<file path="config.mk">
export PLATFORM = sky130hd
export DESIGN_NAME = vram_write_sched
export DESIGN_NICKNAME = d
export VERILOG_FILES = /design/src/rtl/vram_write_sched.sv
export SDC_FILE = /design/constraint.sdc
export NUM_CORES = 1
export LEC_CHECK = 0
export ABC_AREA = 1
export CAP_MARGIN = 0
export CORE_UTILIZATION = 53
export DETAILED_ROUTE_END_ITERATION = 8
export PLACE_DENSITY_LB_ADDON = 0.05
export SYNTH_ARGS = -nofsm -noshare
export SYNTH_HDL_FRONTEND = slang
export SYNTH_SLANG_ARGS = --single-unit
export TNS_END_PERCENT = 5
</file>
<file path="constraint.sdc">
create_clock -name clk -period 3.85 [get_ports clk]
set_input_delay 0.9625 -clock clk [delete_from_list [all_inputs] [get_ports clk]]
set_output_delay 0.9625 -clock clk [all_outputs]
set_load 0.005 [all_outputs]
</file>
<file path="src/rtl/vram_write_sched.sv">
// VRAM write-port sequencer: sweeps the write raster one pixel slot at a time and picks block or text pixels.
// Optional build macro VRAM_CLEAR_EN adds a post-reset pass that writes 2'b00 to the whole raster before the first frame.
module vram_write_sched #(
    parameter int CLK_DIV = 4,
    parameter int H_PIX   = 640,
    parameter int V_LIN   = 480
) (
    input  logic       clk,
    input  logic       rst,
    input  logic       mode_req,
    input  logic [1:0] blk_data,
    input  logic [1:0] txt_data,
    input  logic       snap_ack,
    output logic       snap_req,
    output logic [8:0] h_addr,
    output logic [9:0] l_addr,
    output logic       load,
    output logic [1:0] data,
    output logic       mode_cur,
    output logic       frame_done
);

    localparam int PW = $clog2(CLK_DIV);
    localparam logic [PW-1:0] PH_SAMPLE = PW'(1);
    localparam logic [PW-1:0] PH_LOAD   = PW'(2);
    localparam logic [PW-1:0] PH_LAST   = PW'(CLK_DIV - 1);
    localparam logic [9:0]    L_LAST    = 10'(H_PIX - 1);
    localparam logic [8:0]    H_LAST    = 9'(V_LIN - 1);

    typedef enum logic [2:0] {
        S_IDLE  = 3'd0,
        S_SNAP  = 3'd1,
        S_SWEEP = 3'd2,
        S_DONE  = 3'd3,
        S_CLEAR = 3'd4
    } state_t;

`ifdef VRAM_CLEAR_EN
    localparam state_t RST_STATE = S_CLEAR;
`else
    localparam state_t RST_STATE = S_IDLE;
`endif

    state_t        state;
    state_t        state_nxt;
    logic [PW-1:0] phase;
    logic          sweeping;
    logic          slot_end;
    logic          last_pix;
    logic [1:0]    pix_p0;

    // CLEAR walks the raster exactly like SWEEP; only the data source and the exit differ
    assign sweeping = (state == S_SWEEP) || (state == S_CLEAR);
    assign slot_end = sweeping && (phase == PH_LAST);
    assign last_pix = slot_end && (h_addr == H_LAST) && (l_addr == L_LAST);
    assign pix_p0   = (state == S_CLEAR) ? 2'b00 : (mode_cur ? txt_data : blk_data);

    always_ff @(posedge clk) begin
        if (rst) begin
            state <= RST_STATE;
        end else begin
            state <= state_nxt;
        end
    end

    always_comb begin
        state_nxt = state;
        case (state)
            S_IDLE:  state_nxt = S_SNAP;
            S_SNAP:  if (snap_ack) state_nxt = S_SWEEP;
            S_SWEEP: if (last_pix) state_nxt = S_DONE;
            S_DONE:  state_nxt = S_SNAP;
            S_CLEAR: if (last_pix) state_nxt = S_IDLE;
            default: state_nxt = S_IDLE;
        endcase
    end

    always_comb begin
        snap_req   = (state == S_SNAP);
        frame_done = (state == S_DONE);
        load       = sweeping && (phase == PH_LOAD);
    end

    // Address moves at slot end, renderers answer one clk later, pixel is registered at the end of phase 1
    always_ff @(posedge clk) begin
        if (rst) begin
            phase    <= '0;
            h_addr   <= '0;
            l_addr   <= '0;
            data     <= '0;
            mode_cur <= 1'b0;
        end else begin
            if ((state == S_SNAP) && snap_ack) begin
                mode_cur <= mode_req;
            end
            if (sweeping) begin
                phase <= (phase == PH_LAST) ? '0 : phase + 1'b1;
            end else begin
                phase <= '0;
            end
            if (slot_end) begin
                if (l_addr == L_LAST) begin
                    l_addr <= '0;
                    h_addr <= (h_addr == H_LAST) ? '0 : h_addr + 1'b1;
                end else begin
                    l_addr <= l_addr + 1'b1;
                end
            end
            if (sweeping && (phase == PH_SAMPLE)) begin
                data <= pix_p0;
            end
        end
    end

endmodule
</file>
==> flow_summary.ini, run 1 <==
[worst_setup_path]
cp.required_ps = 2890
rrSetupSlack_ps = 2110
path_class = reg2out
critPathCaptureType = output pin
startpoint_type = flip-flop
crit_fanout = 5
arrival_ps = 1660
r2r-end = l_addr[9]$_SDFFE_PP0N_
r2r.worst_path.cells = 11
r2r_start = state[0]$_SDFFE_PP0P_

[global_route]
overflow = 0
gr-usage-all-layers_pct = 22.2
grt_pass1_vias = 1203
grt_max_degree = 15
antenna_found_initial = 0
grt_pass1_wl_mm = 4.74

[die]
core_mm2 = 0.00252
die_width_um = 54.2
die-area_mm2 = 0.00294
initial_core_util_pct = 57.3
row_count = 18
ios = 33
die_h_um = 54.2

[worst_hold_path]
hold_end = phase[0]$_SDFF_PP0_
min_path_type = reg2reg
whs_path_depth = 1
hold_start = phase[0]$_SDFF_PP0_

[synthesis]
synth_warnings = 0
synth_area_mm2 = 0.00145
yosysSeqAreaShare_pct = 36.0
yosysTopAreaCell = dfxtp_1
synthTopCellsByArea = dfxtp_1 36%, nand2_1 10%, ha_1 7.8%
ys_ff_latch = 26
synth_top_area_share_pct = 36.0
synth.distinct_cells = 29
netlist_instances = 201
syn_avg_cell_area_um2 = 7.20
syn_nets = 218

[finish]
layout_common_cells = 39 x nand2_1, 32 x clkdlybuf4s50_1, 29 x inv_1
fin_util_pct = 72.8
syn2layout_area_growth_pct = 26.9
finalNetCount = 254
final_common_cell = nand2_1
antenna-diode-count = 0
final_cells = 266
drive_gt1_share_pct = 9.32
num-fill-cells = 207

[timing]
final-hold-violation-count = 0
tightest_slew_ps = 455
whs_ps = 481
max_slew_margin_pct = 69.6
clock_skew_ps = 2.97
tns_ps = 0
timing.fmax_ghz = 0.381
min_period_ps = 2620
report.final.slew_viol_count = 0
finalSetupViolations = 0
grt_setup_unrepaired = no
post-route-period-util_pct = 68.1

[route]
detail_route.first_pass.iterations = 4
viasPerCell = 5.14
wirelength_mm = 3.02
wl_per_cell_um = 11.4
initialDrtViolationCount = 33
drcViolationCount = 0
ant_nets = 0
dr_total_vias = 1367

[clocking]
cts_tree = done
cts_inserted_buffers = 3
holdBufCountCts = 0
cts.repair.resized = 0
clockBufferDepth = 2
cts.sinks = 26
clk_latency_ps = 330
cts-root-buf = clkbuf_4
clkTransAtPathRegs_ps = 140
cts_max_level = 1
post-cts-setup-buffers = 0

[power_and_ir_drop]
leakagePower_nw = 0.861
peakVddDrop_mv = 0.269
cellPowerDensity_mw_per_mm2 = 304
total_power_mw = 0.557

[placed_design]
portBuffers = 32
gp_congestion = 0.886
post-place-cells = 262
dpl.hpwl_mm = 2.32

[run]
drv_cap = 0

[status]
run_status = completed
[worst max-delay path by stage]
stage                                      from                     end  slack (ps)  cells after the start
after floorplan                             rst  h_addr[3]$_SDFFE_PP0P_        2020                      5
after detailed placement                    rst  h_addr[3]$_SDFFE_PP0P_        1130                      5
after global routing      state[0]$_SDFFE_PP0P_                    load        1160                      5
final                     state[0]$_SDFFE_PP0P_                    load        1230                      5
after CTS                 state[0]$_SDFFE_PP0P_                    load        1230                      5
after global placement                      rst  h_addr[3]$_SDFFE_PP0P_        1190                      5
[logic make-up (layout without fill, tap and decap cells)]
| group | count (synthesis) | after routing | synth area share (%) |
|---|---|---|---|
| compound gates | 24 | 24 | 9.78 |
| xor+xnor | 3 | 3 | 1.82 |
| fa+ha+maj | 9 | 9 | 7.79 |
| buf+inv | 36 | 71 | 9.51 |
| flops | 26 | 26 | 36.0 |
| simple gates | 103 | 103 | 35.1 |
[final cells by class]
cell class / count / area, µm² / share of cell area, %
multi-input combinational: 139 / 788 / 42.9
sequential: 26 / 520 / 28.4
timing repair buffer: 32 / 320 / 17.5
inverter: 35 / 133 / 7.23
tap: 30 / 37.5 / 2.04
clock buffer: 4 / 36.3 / 1.98
[worst max-delay path: stages, from the launching register on]
cell and delay, ps:
dfxtp_1 390, inv_1 70, ha_1 250, nand2_1 80, inv_1 60, clkdlybuf4s50_1 480
[registers in the layout, summed over array words and instances, names as in the netlist]
signal,flops
mode_cur,1
data,2
state,2
l_addr,10
h_addr,9
phase,2
[through the flow]
stage                     instance area (µm²)  setup slack, ps
after floorplan                          1450             2020
after global placement                   1800             1190
after detailed placement                 1800             1130
after CTS                                1840             1230
after global routing                     1840             1160
final                                    1840             1230
[cells in the mapped netlist (all sizes together)]
master	count
ha	9
a31o	1
and3	1
o211ai	3
nand2	46
buf	1
nor3	5
a21boi	1
o21ai	8
nor3b	1
nand3b	2
dfxtp	26
nand3	15
o22ai	1
inv	33
xnor2	3
a211oi	1
nor2	32
a21oi	9
nand4	1
clkinv	2
[metal layers]
metal	share of wire (%)	wire (µm)	vias up	track usage, %
li1	-	-	702	-
met1	48	1450	624	26.9
met2	47	1430	36	37.4
met3	3.8	114	5	3.33
met4	1.2	36	0	12.0
met5	0	0	-	0
[report_power, final]
part	switching, mW	internal, mW	total (mW)
logic	0.0572	0.0552	0.112
registers	0.0176	0.285	0.302
clock network	0.0845	0.0580	0.142
total	0.159	0.398	0.557
(Power assumes the default switching activity.)
==> run 2: changes to the inputs <==
CORE_UTILIZATION = 45   (was 53)
clock period = 2.4 ns   (was 3.85 ns; I/O delays follow)
==> flow_summary.ini, run 2 (synthesis gave the netlist of run 1 again) <==
[route]
wl_met3_um = 105
drcViolationCount = 0
wl_per_cell_um = 11.2
wirelength_mm = 3.14
detail_route.first_pass.iterations = 4
m1WireLength_mm = 1.54
dr_wl_met2_mm = 1.44
ant_nets = 0
dr_total_vias = 1337
initialDrtViolationCount = 44
highest_layer = met4
viasPerCell = 4.76

[power_and_ir_drop]
switching_share_pct = 28.7
pwr-share-comb_pct = 19.8
leakagePower_nw = 0.866
cellPowerDensity_mw_per_mm2 = 481
peakVddDrop_mv = 0.267
clockPowerShare_pct = 26.0
seq_power_share_pct = 54.3
switchingPower_mw = 0.257
p_int_mw = 0.638

[worst_setup_path]
r2r_start = state[1]$_SDFFE_PP0P_
startpoint_type = flip-flop
arrival_ps = 1660
r2r-end = l_addr[9]$_SDFFE_PP0N_
crit_start = state[1]$_SDFFE_PP0P_
rrSetupSlack_ps = 660
r2r.worst_path.cells = 10
path_class = reg2out
crit_fanout = 5
critPathCaptureType = output pin
worstSetupEndpoint = load
cp.required_ps = 1800

[clocking]
cts_max_level = 1
clockBufferDepth = 2
cts-root-buf = clkbuf_4
clk_latency_ps = 330
post-cts-setup-buffers = 0
cts_inserted_buffers = 3
holdBufCountCts = 0
cts.sinks = 26
cts.repair.resized = 0
cts_tree = done
clkTransAtPathRegs_ps = 150

[timing]
final-hold-violation-count = 0
whs_ps = 489
timing.fmax_ghz = 0.442
tightest_slew_ps = 327
tns_ps = 0
finalSetupViolations = 0
min_period_ps = 2260
grt_setup_unrepaired = no
post-route-period-util_pct = 94.3
max_slew_margin_pct = 78.0
clock_skew_ps = 8.24
report.final.slew_viol_count = 0
worst_slack_ps = 138

[global_route]
gr-usage-all-layers_pct = 21.2
grt_pass1_wl_mm = 5.61
overflow = 0
grt_max_degree = 15
grt_pass1_vias = 1348
antenna_found_initial = 0

[finish]
drive_gt1_share_pct = 9.70
final_cells = 281
layout_common_cells = 39 x nand2_1, 32 x clkdlybuf4s50_1, 29 x inv_1
final_common_cell = nand2_1
largest_reg_flops = 10
antenna-diode-count = 0
largest-register = l_addr
syn2layout_area_growth_pct = 28.6
num-fill-cells = 296
top_regs = l_addr: 10 flops, h_addr: 9 flops
finalNetCount = 255

[placed_design]
gp_congestion = 0.854
post-place-cells = 277
portBuffers = 32
dpl.hpwl_mm = 2.41
dp_slack_ps = 478

[run]
drv_cap = 0

[worst_hold_path]
min_path_type = reg2reg

[die]
ios = 33
die_h_um = 58.7
die_width_um = 58.7
row_count = 20
core_mm2 = 0.00305
die-area_mm2 = 0.00345
initial_core_util_pct = 47.4

[status]
run_status = completed
==> run 2: changes by cell type in the layout (fill, tap and decap cells not counted) <==
cell and delta:
buf_4 +1
==> run 2: how the worst min path moves through the flow <==
stage                                    from  slack [ps]             endpoint  depth (start not counted)
after floorplan           phase[0]$_SDFF_PP0_         430  phase[0]$_SDFF_PP0_                          1
after global placement    phase[0]$_SDFF_PP0_         460  phase[0]$_SDFF_PP0_                          1
after detailed placement  phase[0]$_SDFF_PP0_         460  phase[0]$_SDFF_PP0_                          1
after CTS                 phase[0]$_SDFF_PP0_         490  phase[0]$_SDFF_PP0_                          1
after global routing      phase[0]$_SDFF_PP0_         530  phase[0]$_SDFF_PP0_                          1
final                     phase[0]$_SDFF_PP0_         490  phase[0]$_SDFF_PP0_                          1
==> run 2: power groups by stage <==
stage	Combinational, mW	Clock (mW)	Sequential, mW
6_report	0.177	0.233	0.486
4_1_cts	0.180	0.238	0.486
3_3_place_gp	0.171	0	0.493
3_5_place_dp	0.178	0	0.495
5_1_grt	0.209	0.260	0.489
2_1_floorplan	0.111	0	0.488
==> run 2: metrics by stage <==
| step | instance area (µm²) | power [mW] | util [%] |
|---|---|---|---|
| 6_report | 1860 | 0.896 | 60.9 |
| 5_1_grt | 1860 | 0.958 | 60.9 |
| 4_1_cts | 1860 | 0.903 | 60.9 |
| 2_1_floorplan | 1450 | 0.599 | - |
| 3_5_place_dp | 1820 | 0.673 | 59.8 |
| 3_3_place_gp | 1820 | 0.663 | 59.8 |
==> run 2: layer usage <==
metal / global-route usage, % / vias to the layer above
met5: 0 / -
met4: 10.2 / 0
met3: 2.86 / 4
met2: 34.3 / 26
met1: 28.0 / 597
li1: - / 710
==> run 2: area by class of cell <==
class | instances | area, µm² | share of cell area [%]
clock buffer | 4 | 36.3 | 1.95
timing repair buffer | 33 | 328 | 17.6
inverter | 35 | 133 | 7.13
sequential | 26 | 520 | 28.0
multi-input combinational | 139 | 788 | 42.4
tap | 44 | 55.1 | 2.96
==> run 2: critical path, cell delays in order, from the launching register on <==
cell	delay, ps
dfxtp_1	430
ha_1	270
nand2_1	70
inv_1	60
clkdlybuf4s50_1	500
==> run 3: changes to the inputs <==
ABC_AREA = default   (was 1)
CELL_PAD_IN_SITES_DETAIL_PLACEMENT = 0   (was default)
CELL_PAD_IN_SITES_GLOBAL_PLACEMENT = 1   (was default)
CORE_MARGIN = 10   (was default)
CORE_UTILIZATION = 33   (was 45)
==> flow_summary.ini, run 3 <==
[placed_design]
dpl_cell_area_mm2 = 0.00172
gp_congestion = 0.815
portBuffers = 32
dpl.hpwl_mm = 2.65

[worst_setup_path]
crit_buf_inv = 2
path_class = reg2out
critPathCaptureType = output pin
crit_fanout = 11
max_stage_delay_ps = 490
crit_start = state[0]$_SDFFE_PP0P_
cpMaxStageDelayCell = clkdlybuf4s50_1
cp.depth = 4
arrival_ps = 1650
r2r_start = state[0]$_SDFFE_PP0P_
cp_top_family = buffers and inverters
startpoint_type = flip-flop
cp_cell_sequence = inv_1 > ha_2 > and2_1 > clkdlybuf4s50_1
r2r.worst_path.cells = 6
cp.required_ps = 1800

[die]
core_mm2 = 0.00400
die_h_um = 84.3
ios = 33
die-area_mm2 = 0.00711
initial_core_util_pct = 34.1
die_width_um = 84.3
row_count = 23

[synthesis]
syn_nets = 169
synth_area_mm2 = 0.00137
async_reset_ff_share_pct = 0
synth_top_area_share_pct = 38.1
netlist_instances = 152
yosysTopAreaCell = dfxtp_1
yosysSeqAreaShare_pct = 38.1
synth_warnings = 0
syn_avg_cell_area_um2 = 8.98
ys_ff_latch = 26
synth_common_cells = 26 x dfxtp_1, 15 x nor2_1, 11 x nand2_1, 11 x nand3_1, 10 x a21oi_1
synthFlopType = dfxtp_1
synth.distinct_cells = 39
synthTopCellsByArea = dfxtp_1 38%, ha_1 8.2%, nor2_1 4.1%
synth-edff-count = 0
post-synth-top-count-cell = dfxtp_1

[clocking]
cts-root-buf = clkbuf_8
post-cts-setup-buffers = 0
clk_latency_ps = 270
cts.sinks = 26
cts.repair.resized = 0
clkTransAtPathRegs_ps = 90
cts_max_level = 1
holdBufCountCts = 0
clockBufferDepth = 2
cts_tree = done
cts_inserted_buffers = 3

[finish]
finalNetCount = 202
final_common_cell = clkdlybuf4s50_1
largest_reg_flops = 10
syn2layout_area_growth_pct = 30.2
top_regs = l_addr: 10 flops, h_addr: 9 flops
layout_common_cells = 32 x clkdlybuf4s50_1, 26 x dfxtp_1, 15 x nor2_1
antenna-diode-count = 0
drive_gt1_share_pct = 5.43
largest-register = l_addr
final_area_mm2 = 0.00178
seq_area_um2 = 520
multiInputGateArea_um2 = 786
num-fill-cells = 384

[power_and_ir_drop]
seq_power_share_pct = 50.8
switchingPower_mw = 0.248
cellPowerDensity_mw_per_mm2 = 529
clockPowerShare_pct = 30.0
switching_share_pct = 26.3
peakVddDrop_mv = 0.281
leakagePower_nw = 0.597
pwr-share-comb_pct = 19.1
p_int_mw = 0.693

[route]
ant_nets = 0
drcViolationCount = 0
initialDrtViolationCount = 128
dr_total_vias = 1230
wl_per_cell_um = 14.5
detail_route.first_pass.iterations = 4
viasPerCell = 5.26
wirelength_mm = 3.40

[global_route]
overflow = 0
grt_pass1_wl_mm = 5.98
antenna_found_initial = 0
grt_max_degree = 15
gr-usage-all-layers_pct = 9.75
grt_pass1_vias = 1247

[worst_hold_path]
whs_path_depth = 1
hold_start = phase[0]$_SDFF_PP0_
min_path_type = reg2reg

[timing]
clock_skew_ps = 5.40
report.final.slew_viol_count = 0
timing.fmax_ghz = 0.445
tightest_slew_ps = 440
grt_setup_unrepaired = no
tns_ps = 0
min_period_ps = 2250
final-hold-violation-count = 0
max_slew_margin_pct = 70.6
post-route-period-util_pct = 93.6
finalSetupViolations = 0

[status]
run_status = completed

[run]
drv_cap = 0
## run 3: path summary, 6_finish.rpt
check	endpoint	slack, ps
worst max register to register	h_addr[7]$_SDFFE_PP0P_	340
worst max-delay path	load	150
worst min-delay path	phase[0]$_SDFF_PP0_	480
worst min register to register	phase[0]$_SDFF_PP0_	480
## run 3: cells by family after synthesis
kind of cell	count (synthesis)	synth area share (%)
compound gates	27	13.0
xor+xnor	8	5.13
fa+ha+maj	9	8.25
buf+inv	11	4.49
flops	26	38.1
mux	4	2.93
simple gates	67	28.0
## run 3: worst reg2reg max path, delay by kind of cell, from the launching register on
family | cells | cell delay, ps
flip-flops | 1 | 370
AND/OR/NAND/NOR | 3 | 1130
buffers and inverters | 1 | 80
adder cells (fa/ha/maj) | 1 | 280
AO/OA/AOI/OAI | 1 | 140
## run 3: area by class of cell
cell class / count / area share, %
Inverter: 5 / 1.06
Multi-Input combinational cell: 115 / 44.2
Timing Repair Buffer: 34 / 18.9
Tap cell: 50 / 3.52
Sequential cell: 26 / 29.3
Clock buffer: 4 / 3.10
## run 3: per-stage QoR
step / worst slack [ps] / util [%] / total power, mW / instances / hold slack [ps]
2_1_floorplan: 593 / - / 0.593 / 152 / 433
3_3_place_gp: 326 / 43.0 / 0.656 / 230 / 458
3_5_place_dp: 243 / 43.0 / 0.666 / 230 / 468
4_1_cts: 33.9 / 44.4 / 0.951 / 234 / 489
5_1_grt: 49.2 / 44.4 / 0.997 / 234 / 501
6_report: 155 / 44.4 / 0.941 / 234 / 479
## run 3: power by group through the flow
stage | sequential [mW] | combinational [mW] | clock [mW]
3_3_place_gp | 0.484 | 0.172 | 0
5_1_grt | 0.483 | 0.208 | 0.305
4_1_cts | 0.478 | 0.180 | 0.293
2_1_floorplan | 0.483 | 0.110 | 0
6_report | 0.478 | 0.180 | 0.282
3_5_place_dp | 0.490 | 0.177 | 0
## run 3: layer usage
layer / part of all wire, % / up-vias / track usage (%)
met5: 0 / - / 0
met4: 0.53 / 0 / 2.59
met3: 6.2 / 2 / 3.29
met2: 47 / 30 / 15.9
met1: 47 / 569 / 11.9
li1: - / 629 / -
